==> src/rtl/cnn_pkg.sv <==
// Shared CNN datapath constants and element/accumulator types.
package cnn_pkg;
    localparam int DATA_W   = 8;
    localparam int ACC_W    = 20;
    localparam int NUM_TAPS = 9;

    typedef logic signed [DATA_W-1:0] elem_t;
    typedef logic signed [ACC_W-1:0]  acc_t;
endpackage

==> src/rtl/sat_requant.sv <==
// Requantiser: optional ReLU, floor arithmetic shift, saturation to DATA_W.
// Build option: CONV_PE_RELU_EN clamps negative accumulators to zero first.
module sat_requant
    import cnn_pkg::*;
#(
    parameter int DATA_W = cnn_pkg::DATA_W,
    parameter int ACC_W  = cnn_pkg::ACC_W,
    parameter int SHIFT  = 4
) (
    input  logic signed [ACC_W-1:0]  i_acc,
    output logic signed [DATA_W-1:0] o_data
);
    localparam logic signed [ACC_W-1:0] SAT_MAX = ACC_W'((64'sd1 <<< (DATA_W - 1)) - 64'sd1);
    localparam logic signed [ACC_W-1:0] SAT_MIN = ACC_W'(-(64'sd1 <<< (DATA_W - 1)));

    logic signed [ACC_W-1:0] w_pre;
    logic signed [ACC_W-1:0] w_shifted;

    always_comb begin
`ifdef CONV_PE_RELU_EN
        w_pre = i_acc[ACC_W-1] ? '0 : i_acc;
`else
        w_pre = i_acc;
`endif
        w_shifted = w_pre >>> SHIFT;
        if (w_shifted > SAT_MAX) begin
            o_data = SAT_MAX[DATA_W-1:0];
        end else if (w_shifted < SAT_MIN) begin
            o_data = SAT_MIN[DATA_W-1:0];
        end else begin
            o_data = w_shifted[DATA_W-1:0];
        end
    end
endmodule

==> src/rtl/conv3x3_pe.sv <==
// 3x3 convolution processing element: multiply, accumulate+bias, requantise.
// Three pipeline stages stall together; CONV_PE_RELU_EN selects fused ReLU.
module conv3x3_pe
    import cnn_pkg::*;
#(
    parameter int DATA_W = cnn_pkg::DATA_W,
    parameter int ACC_W  = cnn_pkg::ACC_W,
    parameter int SHIFT  = 4
) (
    input  logic                               clk,
    input  logic                               rst,
    input  logic                               in_valid,
    output logic                               in_ready,
    input  logic [NUM_TAPS-1:0][DATA_W-1:0]    ifm_in,
    input  logic [NUM_TAPS-1:0][DATA_W-1:0]    wgt_in,
    input  logic signed [DATA_W-1:0]           bias_in,
    output logic                               out_valid,
    input  logic                               out_ready,
    output logic signed [DATA_W-1:0]           out_data,
    output logic [15:0]                        out_cnt
);
    // Handshake: a window transfers on in_valid && in_ready; a result on
    // out_valid && out_ready. The whole pipe moves only when S3 can drain.
    logic w_advance;

    logic r_s1_valid;
    logic r_s2_valid;
    logic r_s3_valid;

    logic signed [2*DATA_W-1:0] r_prod [NUM_TAPS];
    logic signed [DATA_W-1:0]   r_s1_bias;
    logic signed [ACC_W-1:0]    w_sum;
    logic signed [ACC_W-1:0]    r_s2_acc;
    logic signed [DATA_W-1:0]   w_requant;
    logic signed [DATA_W-1:0]   r_out_data;
    logic [15:0]                r_cnt;

    assign w_advance = !r_s3_valid || out_ready;
    assign in_ready  = w_advance;
    assign out_valid = r_s3_valid;
    assign out_data  = r_out_data;
    assign out_cnt   = r_cnt;

    always_ff @(posedge clk or posedge rst) begin
        if (rst) begin
            r_s1_valid <= 1'b0;
            r_s2_valid <= 1'b0;
            r_s3_valid <= 1'b0;
            r_out_data <= '0;
        end else if (w_advance) begin
            r_s1_valid <= in_valid;
            r_s2_valid <= r_s1_valid;
            r_s3_valid <= r_s2_valid;
            if (r_s2_valid) begin
                r_out_data <= w_requant;
            end
        end
    end

    // Datapath registers carry no reset; the valid flags qualify them.
    always_ff @(posedge clk) begin
        if (w_advance && in_valid) begin
            for (int i = 0; i < NUM_TAPS; i++) begin
                r_prod[i] <= $signed(ifm_in[i]) * $signed(wgt_in[i]);
            end
            r_s1_bias <= bias_in;
        end
        if (w_advance && r_s1_valid) begin
            r_s2_acc <= w_sum;
        end
    end

    always_comb begin
        w_sum = ACC_W'(r_s1_bias);
        for (int i = 0; i < NUM_TAPS; i++) begin
            w_sum = w_sum + ACC_W'(r_prod[i]);
        end
    end

    sat_requant #(
        .DATA_W (DATA_W),
        .ACC_W  (ACC_W),
        .SHIFT  (SHIFT)
    ) u_sat_requant (
        .i_acc  (r_s2_acc),
        .o_data (w_requant)
    );

    always_ff @(posedge clk or posedge rst) begin
        if (rst) begin
            r_cnt <= '0;
        end else if (r_s3_valid && out_ready) begin
            r_cnt <= r_cnt + 16'd1;
        end
    end
endmodule

==> config.mk <==
export PLATFORM = sky130hd
export DESIGN_NAME = conv3x3_pe
export DESIGN_NICKNAME = d
export VERILOG_FILES = /design/src/rtl/cnn_pkg.sv /design/src/rtl/sat_requant.sv /design/src/rtl/conv3x3_pe.sv
export SDC_FILE = /design/constraint.sdc
export NUM_CORES = 2
export LEC_CHECK = 0
export CORE_ASPECT_RATIO = 0.7
export CORE_MARGIN = 8
export CORE_UTILIZATION = 65
export CTS_CLUSTER_DIAMETER = 60
export DETAILED_ROUTE_END_ITERATION = 10
export PLACE_DENSITY = 0.86
export SLEW_MARGIN = 20
export SYNTH_ARGS = -nofsm -noshare
export SYNTH_HDL_FRONTEND = slang
export SYNTH_SLANG_ARGS = --single-unit
==> constraint.sdc <==
create_clock -name clk -period 15.7 [get_ports clk]
set_clock_uncertainty 0.1 [all_clocks]
set_input_delay 3.14 -clock clk [delete_from_list [all_inputs] [get_ports clk]]
set_output_delay 3.14 -clock clk [all_outputs]
set_load 0.1 [all_outputs]
==> results.yml <==
clock_tree:
  h-tree-depth: 4
  post-cts-setup-buffers: 0
  cts.clk_slew.worst_paths_ns: 0.07
  numCtsBuffers: 17
  hold_buffers: 0
  cts_max_path_buffers: 2
  cts.sinks: 195
  clkLatencyLatePin_ns: 0.46
  cts_root_buffer: "clkbuf_16"
  ctsResizeCount: 0
  cts_tree: "yes"
final_layout:
  final_common_cell: "inv_1"
  most-common-layout-cells: "786 x inv_1, 626 x fa_1, 338 x and2_1"
  area_growth_syn_to_layout_pct: 10.0
  final_design_area_no_fill_um2: 35500
  nets: 4389
  drive_above_1_share_pct: 1.62
global_routing:
  grt_pass1_vias: 24615
  grt_overflow: 0
  grt_pass1_wl_um: 121000
  grt_max_degree: 91
  antenna_found_initial: 3
  grt_use_total_pct: 26.0
synth:
  synthCells: 3131
  synth_area_per_cell_um2: 10.3
  async_flop_share_pct: 13.8
  synth_edf_count: 168
  synth_area_um2: 32200
  synth-seq-cells: 195
  ys.flop_type: "edfxtp_1"
  ys_seq_area_share_pct: 17.7
  synth_warnings: 0
  yosys.cell_types.count: 55
  synth_nets: 4196
sta:
  fmax_mhz: 120
  hold_violations: 0
  setup_viol: 0
  rsz0062_at_grt: "false"
  worst_pin_slew_ns: 0.988
  fin_setup_tns_ns: 0
  period_share_pct: 53.1
  final_max_slew_viol_count: 0
  final.min_clock_period_ns: 8.33
  slew_headroom_pct: 33.9
detailed_routing:
  drc_errors: 0
  drtIter0Drc: 1435
  firstDrtPassIters: 5
  drt_wl_total_um: 69800
  viasPerCell: 5.45
  antenna_left: 0
  dr_total_vias: 21835
  routedWlPerCell_um: 17.4
die:
  dieArea_um2: 57100
  coreArea_um2: 49200
  fp.dieH_um: 202
  num_rows: 68
  start_util_pct: 65.6
  die_w_um: 282
  io_pins: 182
placed_design:
  hpwl_um: 60200
  port_buffers: 181
  placed_area_um2: 34900
  gp_congestion: 0.958
worst_setup_path:
  path_class: "input port to primary output"
  worst_setup_path_end_kind: "primary output"
  worst-endpoint-arrival_ns: 5.09
  crit_fanout: 7
  startpoint_type: "input port"
  cp.required_ns: 12.46
min_path:
  hold_path_class: "flip-flop to flip-flop"
flow_run:
  cap_violations: 0
run_status:
  outcome: "complete, no violations"
[cells by family (layout without fill, tap and decap cells)]
group,after synthesis,in the layout,synth area share [%]
simple gates,847,847,13.9
buf+inv,795,1001,9.26
mux,9,9,0.295
fa+ha+maj,909,909,49.9
other cells,0,2,0
xor+xnor,171,171,4.65
flops,195,195,17.7
compound gates,205,205,4.26
[metrics by stage]
stage          hold slack [ns]  setup slack (ns)  instances  util, %
6_report                 0.385              7.37       4004     72.1
5_1_grt                  0.417              7.30       4002     72.1
4_1_cts                  0.378              7.36       4001     72.1
3_5_place_dp             0.364              7.37       3969     70.9
3_3_place_gp             0.363              7.40       3969     70.9
2_1_floorplan            0.353              7.25       3131        -
[final cells by class]
cell class | count | area, um2
multi-input cells | 2141 | 23500
fillers | 3392 | 13700
flip-flops and latches | 195 | 5720
inverters | 786 | 2950
repair buffers | 183 | 1850
well taps | 665 | 832
clock buffers | 20 | 468
clock inverters | 12 | 113
diodes | 2 | 5.00
[metal layers]
metal  global-route usage, %  part of all wire [%]  vias up
li1                        -                     -     9955
met1                    34.9                    42    11061
met2                    44.0                    50      696
met3                    4.77                   6.4      121
met4                    6.36                   2.3        2
met5                       0                 0.019        -
[synth_stat cells, types with 4 or more instances]
library cell | count | share of area, %
a21oi_1 | 52 | 0.81
nand3_1 | 20 | 0.31
nand2_1 | 208 | 2.4
dfrtp_1 | 27 | 2.1
inv_1 | 786 | 9.2
a2111oi_0 | 4 | 0.11
clkbuf_1 | 9 | 0.10
nor2b_1 | 21 | 0.41
a21o_1 | 15 | 0.35
nand4_1 | 8 | 0.16
and3_1 | 8 | 0.16
fa_1 | 626 | 39
o21a_1 | 5 | 0.12
or2_2 | 6 | 0.12
xnor2_1 | 158 | 4.3
o311ai_0 | 4 | 0.11
mux2_2 | 4 | 0.14
o21ai_0 | 68 | 1.1
o211ai_1 | 6 | 0.14
mux2i_1 | 5 | 0.16
nor3_1 | 37 | 0.57
and4_1 | 6 | 0.16
and2_1 | 339 | 6.6
nand2b_1 | 64 | 1.2
a211oi_1 | 14 | 0.33
xor2_1 | 13 | 0.35
nor2_1 | 104 | 1.2
o21bai_1 | 6 | 0.14
edfxtp_1 | 168 | 16
ha_1 | 283 | 11
o41ai_1 | 7 | 0.19
nor4_1 | 9 | 0.17
[worst max-delay path: stages]
cell and delay [ns]:
clkdlybuf4s50_1 0.50, nand2b_1 0.26, clkdlybuf4s50_1 1.19
[registers in the layout, summed over array words and instances (netlist names)]
register	flops
r_s1_valid	1
out_cnt	16
r_s1_bias	8
r_s2_valid	1
out_valid	1
out_data	8
r_prod	144
r_s2_acc	16
[path summary, 6_finish.rpt]
check | cells past startpoint | slack [ns] | to | from
worst max-delay path | 3 | 7.37 | in_ready | out_ready
worst min-delay path | 1 | 0.39 | out_cnt[15] | out_cnt[15]
worst max register to register | 16 | 10.26 | r_s2_acc[19] | r_s1_bias[7]
worst min register to register | 1 | 0.39 | out_cnt[15] | out_cnt[15]
max in group asynchronous | 2 | 11.81 | out_cnt[15] | rst
min in group asynchronous | 2 | 3.11 | r_s1_valid | rst
Power is not shown: default switching activity piles up to over one toggle a cycle in this logic, so the estimate is an artifact.
